`src/rtl/inference_sequencer_pkg.sv`:
```
// Shared definitions for the digit-inference datapath: sequencer states,
// class count and the packed score-vector width used by network and argmax.
package inference_sequencer_pkg;

  localparam int unsigned NUM_CLASSES = 10;
  localparam int unsigned DIGIT_W     = 4;

  typedef enum logic [2:0] {
    IDLE   = 3'd0,
    NN_RUN = 3'd1,
    AM_RUN = 3'd2,
    RESULT = 3'd3,
    ERROR  = 3'd4
  } state_t;

  // Width of the packed vector carrying all class scores.
  function automatic int unsigned scores_width(input int unsigned width);
    return NUM_CLASSES * width;
  endfunction

endpackage

```
`src/rtl/inference_sequencer_watchdog_counter.sv`:
```
// Per-operation watchdog: counts enabled cycles since the last clear and
// raises expired once TIMEOUT_CYCLES-1 enabled cycles have elapsed.
module watchdog_counter #(
  parameter int unsigned TIMEOUT_CYCLES = 4096
) (
  input  logic clk,
  input  logic reset_n,
  input  logic clear,
  input  logic enable,
  output logic expired
);

  localparam int unsigned CW = $clog2(TIMEOUT_CYCLES);

  logic [CW-1:0] count;

  // Count up while enabled; saturate once expired so the flag holds.
  always_ff @(posedge clk) begin
    if (!reset_n) begin
      count   <= '0;
      expired <= 1'b0;
    end else if (clear) begin
      count   <= '0;
      expired <= 1'b0;
    end else if (enable && !expired) begin
      count   <= count + CW'(1);
      expired <= (count == CW'(TIMEOUT_CYCLES - 2));
    end
  end

endmodule

```
`src/rtl/inference_sequencer.sv`:
```
// Controller for one handwritten-digit inference: start the network, capture
// its scores, run argmax, hold the digit until acknowledged. A watchdog guards
// both sub-operations and one request may queue behind a busy inference.
module inference_sequencer
  import inference_sequencer_pkg::*;
#(
  parameter int unsigned WIDTH          = 32,
  parameter int unsigned TIMEOUT_CYCLES = 4096,
  parameter int unsigned CNT_WIDTH      = 16
) (
  input  logic                             clk,
  input  logic                             reset_n,
  input  logic                             req,
  output logic                             busy,
  output logic                             nn_start,
  input  logic                             nn_done,
  input  logic [scores_width(WIDTH)-1:0]   nn_scores,
  output logic                             argmax_start,
  output logic [scores_width(WIDTH)-1:0]   argmax_nums,
  input  logic                             argmax_done,
  input  logic [DIGIT_W-1:0]               argmax_digit,
  output logic                             result_valid,
  output logic [DIGIT_W-1:0]               result_digit,
  output logic                             error,
  input  logic                             result_ack,
  output logic [CNT_WIDTH-1:0]             infer_count
);

  localparam int unsigned SCORES_W = scores_width(WIDTH);

  state_t                 state, state_d;
  logic                   pending, pending_d;
  logic                   busy_d, nn_start_d, argmax_start_d;
  logic                   result_valid_d, error_d;
  logic [DIGIT_W-1:0]     result_digit_d;
  logic [SCORES_W-1:0]    argmax_nums_d;
  logic [CNT_WIDTH-1:0]   infer_count_d;
  logic                   wd_clear, wd_enable, wd_expired;

  watchdog_counter #(
    .TIMEOUT_CYCLES(TIMEOUT_CYCLES)
  ) u_watchdog (
    .clk     (clk),
    .reset_n (reset_n),
    .clear   (wd_clear),
    .enable  (wd_enable),
    .expired (wd_expired)
  );

  // State register plus all registered outputs.
  always_ff @(posedge clk) begin
    if (!reset_n) begin
      state        <= IDLE;
      pending      <= 1'b0;
      busy         <= 1'b0;
      nn_start     <= 1'b0;
      argmax_start <= 1'b0;
      result_valid <= 1'b0;
      error        <= 1'b0;
      result_digit <= '0;
      argmax_nums  <= '0;
      infer_count  <= '0;
    end else begin
      state        <= state_d;
      pending      <= pending_d;
      busy         <= busy_d;
      nn_start     <= nn_start_d;
      argmax_start <= argmax_start_d;
      result_valid <= result_valid_d;
      error        <= error_d;
      result_digit <= result_digit_d;
      argmax_nums  <= argmax_nums_d;
      infer_count  <= infer_count_d;
    end
  end

  // Next-state and next-output logic; a done pulse beats watchdog expiry.
  always_comb begin
    state_d        = state;
    pending_d      = pending;
    nn_start_d     = 1'b0;
    argmax_start_d = 1'b0;
    result_valid_d = result_valid;
    error_d        = error;
    result_digit_d = result_digit;
    argmax_nums_d  = argmax_nums;
    infer_count_d  = infer_count;
    wd_clear       = 1'b0;

    // A request arriving while busy queues one deep; extras are absorbed.
    if ((state != IDLE) && req) begin
      pending_d = 1'b1;
    end

    unique case (state)
      IDLE: begin
        if (req || pending) begin
          state_d    = NN_RUN;
          pending_d  = 1'b0;
          nn_start_d = 1'b1;
          wd_clear   = 1'b1;
        end
      end
      NN_RUN: begin
        if (nn_done) begin
          argmax_nums_d  = nn_scores;
          argmax_start_d = 1'b1;
          state_d        = AM_RUN;
          wd_clear       = 1'b1;
        end else if (wd_expired) begin
          state_d        = ERROR;
          result_valid_d = 1'b1;
          error_d        = 1'b1;
        end
      end
      AM_RUN: begin
        if (argmax_done) begin
          result_digit_d = argmax_digit;
          result_valid_d = 1'b1;
          error_d        = 1'b0;
          infer_count_d  = infer_count + CNT_WIDTH'(1);
          state_d        = RESULT;
        end else if (wd_expired) begin
          state_d        = ERROR;
          result_valid_d = 1'b1;
          error_d        = 1'b1;
        end
      end
      RESULT: begin
        if (result_ack) begin
          result_valid_d = 1'b0;
          state_d        = IDLE;
        end
      end
      ERROR: begin
        if (result_ack) begin
          result_valid_d = 1'b0;
          error_d        = 1'b0;
          state_d        = IDLE;
        end
      end
      default: begin
        state_d = IDLE;
      end
    endcase

    busy_d    = (state_d != IDLE);
    wd_enable = (state == NN_RUN) || (state == AM_RUN);
  end

endmodule

```
`config.mk`:
```
export PLATFORM = sky130hd
export DESIGN_NAME = inference_sequencer
export DESIGN_NICKNAME = d
export VERILOG_FILES = /design/src/rtl/inference_sequencer_pkg.sv /design/src/rtl/inference_sequencer_watchdog_counter.sv /design/src/rtl/inference_sequencer.sv
export SDC_FILE = /design/constraint.sdc
export NUM_CORES = 1
export LEC_CHECK = 0
export CAP_MARGIN = 0
export CORE_AREA = 3 3 260 262
export CTS_CLUSTER_SIZE = 25
export DETAILED_ROUTE_END_ITERATION = 16
export DIE_AREA = 0 0 263 265
export GPL_ROUTABILITY_DRIVEN = 0
export GPL_TIMING_DRIVEN = 0
export RECOVER_POWER = 50
export SLEW_MARGIN = 25
export SYNTH_ARGS = -nofsm -noshare
export SYNTH_HDL_FRONTEND = slang
export SYNTH_SLANG_ARGS = --single-unit
```
`constraint.sdc`:
```
create_clock -name clk -period 2.4 [get_ports clk]
set_clock_uncertainty 0.05 [all_clocks]
set_input_delay 0.36 -clock clk [delete_from_list [all_inputs] [get_ports clk]]
set_output_delay 0.36 -clock clk [all_outputs]
set_load 0.02 [all_outputs]
```
==> out/metrics.yaml <==
status: "completed"
synth-edff-count: 0
grt_usage: 0.130
firstDrtPassIters: 4
final.min_clock_period_ps: 2160
dp_hpwl_um: 37400
period_share: 0.899
antenna_left: 0
syn_to_final_growth_pct: 80.7
nFillCells: 6621
ys_types: 42
tns_ps: 0
post-route-util: 0.316
die_height_um: 265
syn-mean-instance-area_um2: 12.2
cts_tree: "yes"
switching_share: 0.255
p_int_mw: 11.3
pwr-share-clk: 0.426
startpoint_type: "register"
dp_slack_ps: -866
p_sw_mw: 3.87
ir_worst_vdd_uv: 436
initial_utilization: 0.175
grt_first_pass_wirelength_um: 71100
grt_max_degree: 13
cp_max_fo: 10
worstPathArrival_ps: 2610
slew_headroom: 0.548
ctsLongestPathBuffers: 3
finalSetupViolCount: 0
clkLatencyLatePin_ps: 550
clock_sinks: 362
critical-path-max-stage-delay_ps: 380
drt_iter0_drc: 504
ys_seq_area_frac: 0.631
ys_top_cells_by_count: "362 x dfxtp_1, 320 x a22o_1, 63 x buf_2"
synthesis.nets: 1277
vias_per_cell: 4.20
maxSlewViolCount: 0
p_leak_nw: 8.87
antenna_found_initial: 3
drive_gt1_frac: 0.0846
grt_overflow: 0
hold_path.class: "primary input to register"
drc: 0
synth_flop_cell: "dfxtp_1"
crit_path_end_kind: "register"
cts_setup_buffers: 0
combPwrFrac: 0.146
path_clk_slew_ps: 60
die-area_mm2: 0.0697
htreeDepth: 2
wl_per_cell_um: 18.8
powerDensity_mw_per_mm2: 733
drv_cap: 0
cp.required_ps: 2850
seqPwrFrac: 0.429
cts_buffers: 42
nets: 1995
yosysMostFrequentCell: "dfxtp_1"
dp_cells: 2482
rsz0062_at_grt: "no"
crit_slowest_cell: "buf_1"
grt_pass1_vias: 11200
wirelength_um: 48100
synth_top_area_share: 0.631
num_vias: 10700
cts-root-buf: "clkbuf_16"
core_area_mm2: 0.0656
yosysWarnings: 0
hold_viol: 0
synth_area_leader_cell: "dfxtp_1"
io_buffers: 674
rows: 94
syn_inst: 944
crit_chain: "buf_1 -> nor4bb_4 -> nor2_4 -> clkbuf_2 -> buf_2 -> a22o_1"
die_w_um: 263
synth_seq_cells: 362
fmax_mhz: 464
netlist_area_mm2: 0.0115
worstMarginPinSlew_ps: 678
async_reset_ff_frac: 0
worst-setup-path-type: "register to register"
ioPinCount: 675
stdcell_count: 2556
synth_area_leaders: "dfxtp_1 63%, a22o_1 24%, buf_2 2.7%"
setup_slack_ps: 243
-- timing repair --
item,in CTS,in global routing
hold buffers,0,0
pin swaps,0,0
setup endpoints to repair,300,289
gates resized for setup,13,5
-- cells by family after synthesis --
kind of cell	count (synthesis)	synth area share
AOI/OAI and AO/OA	366	0.267
xor gates and xnor gates	16	0.0129
adders and majority gates	3	0.00327
buffers and inverters	91	0.0366
DFF	362	0.631
muxes	1	0.000872
and+or+nand+nor	105	0.0485
-- cell type report --
cell class	count	area, µm²	area share
clock buffer	58	1210	0.0584
inverter	10	37.5	0.00181
antenna	1	2.50	0.000121
timing repair buffer	674	6750	0.325
sequential	362	7250	0.349
buffer	81	404	0.0195
tap	864	1080	0.0521
multi-input combinational	491	3840	0.185
clock inverter	15	176	0.00850
-- metrics by stage --
| stage | hold WS, ps | power (mW) | instance area (µm²) |
|---|---|---|---|
| after floorplan | 404 | 7.52 | 11500 |
| after global placement | 402 | 8.96 | 19300 |
| after detailed placement | 398 | 8.99 | 19300 |
| after CTS | 266 | 15.6 | 20700 |
| after global routing | 300 | 15.8 | 20700 |
| final | 322 | 15.2 | 20700 |
-- power by group through the flow --
stage	sequential [mW]	clock, mW	combinational (mW)
4_1_cts	6.53	6.70	2.35
3_5_place_dp	6.66	0	2.33
5_1_grt	6.55	6.94	2.35
6_report	6.52	6.48	2.22
3_3_place_gp	6.65	0	2.31
2_1_floorplan	6.99	0	0.529
-- metal layers --
| metal | part of all wire | vias to the layer above | GRT usage |
|---|---|---|---|
| met5 | 0.00027 | - | 0 |
| met4 | 0.036 | 2 | 0.0496 |
| met3 | 0.093 | 100 | 0.0518 |
| met2 | 0.50 | 505 | 0.232 |
| met1 | 0.37 | 5106 | 0.139 |
| li1 | - | 5029 | - |
-- critical path, delay by kind of cell, from the launching register on --
kind,cells,cell delay (ps)
buf+inv,3,1110
flops,1,320
compound gates,1,200
simple gates,2,430
-- sequential cells by signal (all words and copies together) (netlist names), 3 cells and up --
name / count
argmax_nums: 320
result_digit: 4
state: 3
u_watchdog.count: 12
infer_count: 16
-- worst paths after layout --
check / startpoint / end / slack [ps] / cells after the start
worst max-delay path: state[2]$_SDFF_PN0_ / argmax_nums[149]$_SDFFE_PN0N_ / 240 / 6
worst max register to register: state[2]$_SDFF_PN0_ / argmax_nums[149]$_SDFFE_PN0N_ / 240 / 6
worst min-delay path: argmax_digit[3] / result_digit[3]$_SDFFE_PN0P_ / 320 / 3
worst min register to register: result_digit[3]$_SDFFE_PN0P_ / result_digit[3]$_SDFFE_PN0P_ / 410 / 2
-- cell usage in the layout, fill, tap and decap left out, types with 10 or more instances in the layout --
cell type,synthesis,layout
dfxtp_1,362,362
clkdlybuf4s50_1,0,351
dlygate4sd3_1,0,323
a22o_1,320,320
buf_2,63,57
clkbuf_16,0,43
nand2_1,23,23
a21oi_1,22,22
nor2_1,21,20
clkbuf_1,18,17
o21ai_0,13,13
or3_1,11,11
inv_1,10,10
nand3_1,10,10
Power figures use the tool's default switching activity.
